--- src/rtl/dual_issue_hazard_scoreboard.sv ---
// Issue-side hazard scoreboard for a dual-issue pipeline: per-register pending counters
// plus intra-pair RAW detection decide whether the ID pair dispatches, splits or holds.
module dual_issue_hazard_scoreboard #(
  parameter int LOAD_LAT = 1,
  parameter int CNT_W    = 2,
  parameter int PERF_W   = 32
) (
  input  logic              clk,
  input  logic              rst,
  input  logic              flush,
  input  logic              id_valid1,
  input  logic              id_valid2,
  input  logic [4:0]        rs1_id,
  input  logic [4:0]        rt1_id,
  input  logic [4:0]        rs2_id,
  input  logic [4:0]        rt2_id,
  input  logic              use_rs1,
  input  logic              use_rt1,
  input  logic              use_rs2,
  input  logic              use_rt2,
  input  logic [4:0]        dest1_id,
  input  logic [4:0]        dest2_id,
  input  logic              regwrite1_id,
  input  logic              regwrite2_id,
  input  logic              memread1_id,
  input  logic              memread2_id,
  output logic              issue1,
  output logic              issue2,
  output logic              hold_id,
  output logic              split_active,
  output logic [PERF_W-1:0] stall_count
);

  localparam logic [0:0]        ST_PAIR  = 1'b0;
  localparam logic [0:0]        ST_SOLO2 = 1'b1;
  localparam logic [CNT_W-1:0]  LOAD_SET = CNT_W'(LOAD_LAT);
  localparam logic [PERF_W-1:0] STALL_MAX = {PERF_W{1'b1}};

  logic [0:0]        state_q, state_d;
  logic [CNT_W-1:0]  cnt_q [32];
  logic [CNT_W-1:0]  cnt_d [32];
  logic [PERF_W-1:0] stall_q, stall_d;
  logic              issue1_s, issue2_s, hold_s;
  logic              hz1_s, sb2_s, intra_s;

  // Register 0 is hardwired, so it can never be a pending source.
  function automatic logic src_busy(input logic use_src, input logic [4:0] r,
                                    input logic [CNT_W-1:0] cnt);
    return use_src && (r != 5'd0) && (cnt != {CNT_W{1'b0}});
  endfunction

  assign hz1_s   = src_busy(use_rs1, rs1_id, cnt_q[rs1_id]) |
                   src_busy(use_rt1, rt1_id, cnt_q[rt1_id]);
  assign sb2_s   = src_busy(use_rs2, rs2_id, cnt_q[rs2_id]) |
                   src_busy(use_rt2, rt2_id, cnt_q[rt2_id]);
  assign intra_s = regwrite1_id && (dest1_id != 5'd0) &&
                   ((use_rs2 && (rs2_id == dest1_id)) || (use_rt2 && (rt2_id == dest1_id)));

  // Issue/hold decision and next control state.
  always_comb begin
    issue1_s = 1'b0;
    issue2_s = 1'b0;
    hold_s   = 1'b0;
    state_d  = state_q;
    if (!rst) begin
      state_d = ST_PAIR;
    end else begin
      case (state_q)
        ST_PAIR: begin
          if (flush || !id_valid1) begin
            state_d = ST_PAIR;
          end else if (hz1_s) begin
            hold_s = 1'b1;
          end else if (!id_valid2 || (!sb2_s && !intra_s)) begin
            issue1_s = 1'b1;
            issue2_s = id_valid2;
          end else begin
            issue1_s = 1'b1;
            hold_s   = 1'b1;
            state_d  = ST_SOLO2;
          end
        end
        ST_SOLO2: begin
          if (flush) begin
            state_d = ST_PAIR;
          end else if (sb2_s) begin
            hold_s = 1'b1;
          end else begin
            issue2_s = 1'b1;
            state_d  = ST_PAIR;
          end
        end
        default: state_d = ST_PAIR;
      endcase
    end
  end

  // Counters age by one; a fresh issue overrides, slot2 last so it wins a shared dest.
  always_comb begin
    for (int i = 0; i < 32; i++) begin
      if (cnt_q[i] != {CNT_W{1'b0}}) begin
        cnt_d[i] = cnt_q[i] - CNT_W'(1);
      end else begin
        cnt_d[i] = {CNT_W{1'b0}};
      end
    end
    if (issue1_s && regwrite1_id && (dest1_id != 5'd0)) begin
      cnt_d[dest1_id] = memread1_id ? LOAD_SET : {CNT_W{1'b0}};
    end else begin
      cnt_d[0] = {CNT_W{1'b0}};
    end
    if (issue2_s && regwrite2_id && (dest2_id != 5'd0)) begin
      cnt_d[dest2_id] = memread2_id ? LOAD_SET : {CNT_W{1'b0}};
    end else begin
      cnt_d[0] = {CNT_W{1'b0}};
    end
  end

  // Saturating stall counter.
  always_comb begin
    if (hold_s && (stall_q != STALL_MAX)) begin
      stall_d = stall_q + PERF_W'(1);
    end else begin
      stall_d = stall_q;
    end
  end

  // State, counter and perf registers with synchronous active-low reset.
  always_ff @(posedge clk) begin
    if (!rst) begin
      state_q <= ST_PAIR;
      stall_q <= {PERF_W{1'b0}};
      for (int i = 0; i < 32; i++) cnt_q[i] <= {CNT_W{1'b0}};
    end else begin
      state_q <= state_d;
      stall_q <= stall_d;
      for (int i = 0; i < 32; i++) cnt_q[i] <= cnt_d[i];
    end
  end

  assign issue1       = issue1_s;
  assign issue2       = issue2_s;
  assign hold_id      = hold_s;
  assign split_active = rst && (state_q == ST_SOLO2);
  assign stall_count  = stall_q;

endmodule

--- config.mk ---
export PLATFORM = sky130hd
export DESIGN_NAME = dual_issue_hazard_scoreboard
export DESIGN_NICKNAME = d
export VERILOG_FILES = /design/src/rtl/dual_issue_hazard_scoreboard.sv
export SDC_FILE = /design/constraint.sdc
export NUM_CORES = 1
export LEC_CHECK = 0
export BUFFER_PORTS_ARGS = -buffer_cell sky130_fd_sc_hd__buf_2
export CAP_MARGIN = 25
export CORE_MARGIN = 10
export CORE_UTILIZATION = 30
export DETAILED_ROUTE_END_ITERATION = 10
export SETUP_SLACK_MARGIN = 0.15
export SLEW_MARGIN = 20
export SYNTH_ARGS = -nofsm -noshare
export SYNTH_HDL_FRONTEND = slang
export SYNTH_SLANG_ARGS = --single-unit
export TNS_END_PERCENT = 10
--- constraint.sdc ---
create_clock -name clk -period 4.9 [get_ports clk]
set_input_delay 0.735 -clock clk [delete_from_list [all_inputs] [get_ports clk]]
set_output_delay 0.735 -clock clk [all_outputs]
set_load 0.005 [all_outputs]
==> results.ini <==
[floorplan]
io_pins = 79
core_um2 = 21000
initial_utilization_pct = 30.3
dieArea_um2 = 27400
row_count = 53
die_x_um = 166
die_h_um = 166

[global_route]
grt_pass1_vias = 5791
grt_use_met2_pct = 22.2
grt_pass1_wl_um = 32600
grt_overflow_total = 0
gr-usage-met1_pct = 20.3
grt_max_degree = 59
grtUsageMet3_pct = 3.62
antenna_found_initial = 0
track_usage_pct = 15.0
gr-max-usage-layer = met2

[setup_path]
worstPathRequired_ns = 4.16
critPathLaunchType = register
crit_arrival_ns = 3.48
worstPathCellList = nor2_1 -> a21oi_1 -> mux4_2 -> and4b_1 -> nor4_1 -> o211a_1 -> o221a_4 -> inv_1 -> buf_2
worst-path-max-fanout = 58
critPathCaptureType = output pin
crit_type = reg2out
cpPeakStageDelay_ns = 0.58
slowest_stage = o221a_4
cp_top_family = compound AO/OA/AOI/OAI gates
crit_buf_inv = 2

[cells_and_area]
fin_area_um2 = 7200
drive_above_1_share_pct = 15.9
layout.cells.non_filler = 1091
num-nets-final = 858
antenna_cells = 0
post-route-util_pct = 34.4
synthToLayoutAreaGrowth_pct = 13.3

[pwr]
ir_drop_mv = 0.163
power_mw = 1.61
p_leak_nw = 2.41
powerDensity_nw_per_um2 = 223

[sta]
rsz0062_at_grt = false
finalSetupViolCount = 0
tns_ns = 0
final.setup_skew_ns = 0.0171
slew_headroom_pct = 30.8
fmax_mhz = 237
period_needed_ns = 4.22
hold_viol_final = 0
final.setup.worst_slack_ns = 0.681
hold_ws_ns = 0.468
period_share_pct = 86.1
worst_pin_slew_ns = 1.02
maxSlewViolCount = 0

[drt]
dr.pass1.iters = 5
num_vias = 6318
totalWireLength_um = 21200
remaining_drc_errors = 0
routed_via_density = 5.79
ant_nets = 0
wl_per_cell_um = 19.4
drtIter0Drc = 617

[hold_path]
min_path_type = reg2reg

[logic_synthesis]
yosys.area.top_type_share_pct = 30.6
yosysMostFrequentCell = dfxtp_1
yosysTopAreaCell = dfxtp_1
synth_cells = 766
synth_edf_count = 0
ys_ff_latch = 97
yosysWarnings = 0
yosysUniqueCellTypes = 58
synth_flop_cell = dfxtp_1
synth_nets = 812
synthesis.area_um2 = 6350
synthTopCellsByArea = dfxtp_1, mux4_2, mux2i_1, nand3_1, a221oi_1
async_flop_share_pct = 0
synth_common_cells = dfxtp_1, nor2_1, nand3_1
avgSynthCellArea_um2 = 8.29
ys_seq_area_share_pct = 30.6

[status]
status = complete, no violations

[cts]
path_clk_slew_ns = 0.07
cts_tree = built
clock_path_buffers = 2
h-tree-depth = 3
holdBufCountCts = 0
cts_setup_buffers = 0
clock_latency_ns = 0.35
clockRootBuffer = clkbuf_16
cts_resized = 0
numCtsBuffers = 9
cts_sinks = 97

[placed_design]
place_area_um2 = 6950
hpwl_um = 15300
place_ws_ns = 0.829
place_congestion = 0.961
portBuffers = 78
place_inst = 1076

[flow_run]
drv_cap = 0

-- final cells by class --
class | instances | area (um^2)
multi-input combinational | 601 | 4140
clock buffer | 12 | 236
clock inverter | 3 | 18.8
timing repair buffer | 87 | 458
tap | 275 | 344
sequential | 97 | 1940
fill | 2221 | 13800
inverter | 16 | 60.1
-- routing by layer --
metal | wire [um] | vias up
met5 | 0 | -
met4 | 580 | 0
met3 | 1930 | 39
met2 | 9120 | 257
met1 | 9570 | 2990
li1 | - | 3032
-- cells by family (layout without fill, tap and decap cells) --
family                     Yosys count  after routing  synth area share [%]
adders and majority gates            3              3                 0.591
and+or+nand+nor                    381            381                  33.4
AOI/OAI and AO/OA                  152            152                  17.0
muxes                               55             55                  12.9
DFF                                 97             97                  30.6
buffers and inverters               68            118                  4.29
xor gates and xnor gates            10             10                  1.38
-- placed cells by master (no fill, tap or decap), drive strengths merged, types with 20 or more instances in the layout --
cell | Yosys | routed
a221oi | 31 | 31
mux4 | 21 | 21
nor3b | 29 | 29
and3 | 20 | 20
nor2b | 36 | 36
a21oi | 46 | 46
mux2i | 34 | 34
nor3 | 40 | 40
dfxtp | 97 | 97
buf | 16 | 87
nand3 | 57 | 57
nand2 | 36 | 36
nor2 | 64 | 64
nand4 | 33 | 33
-- worst reg2reg max path, cell delays in order, from the launching register on --
cell,delay [ns]
dfxtp_1,0.33
nor2_1,0.50
a21oi_1,0.15
mux4_2,0.46
and4b_1,0.19
nor4_1,0.27
o211a_1,0.31
nor2b_2,0.34
buf_4,0.40
nor3b_1,0.64
a221oi_1,0.20
-- flip-flops by register name, indices dropped and copies added (netlist names) --
| name | cells |
|---|---|
| cnt_q | 64 |
| stall_count | 32 |
| state_q | 1 |
-- final timing paths --
path / start / end / slack (ns) / cells after the start
hold reg to reg: cnt_q[2][1]$_SDFF_PN0_ / cnt_q[2][1]$_SDFF_PN0_ / 0.47 / 2
setup / recovery: cnt_q[6][0]$_SDFF_PN0_ / hold_id / 0.68 / 9
setup reg to reg: cnt_q[6][0]$_SDFF_PN0_ / cnt_q[7][0]$_SDFF_PN0_ / 0.94 / 10
hold / removal: cnt_q[2][1]$_SDFF_PN0_ / cnt_q[2][1]$_SDFF_PN0_ / 0.47 / 2
-- power by group --
part	leakage, nW	internal, mW	switching (mW)	total [mW]
logic	1.50	0.0550	0.116	0.171
registers	0.781	0.789	0.00109	0.790
clock network	0.126	0.342	0.305	0.647
Note: power is estimated with default switching activity, not from simulation.
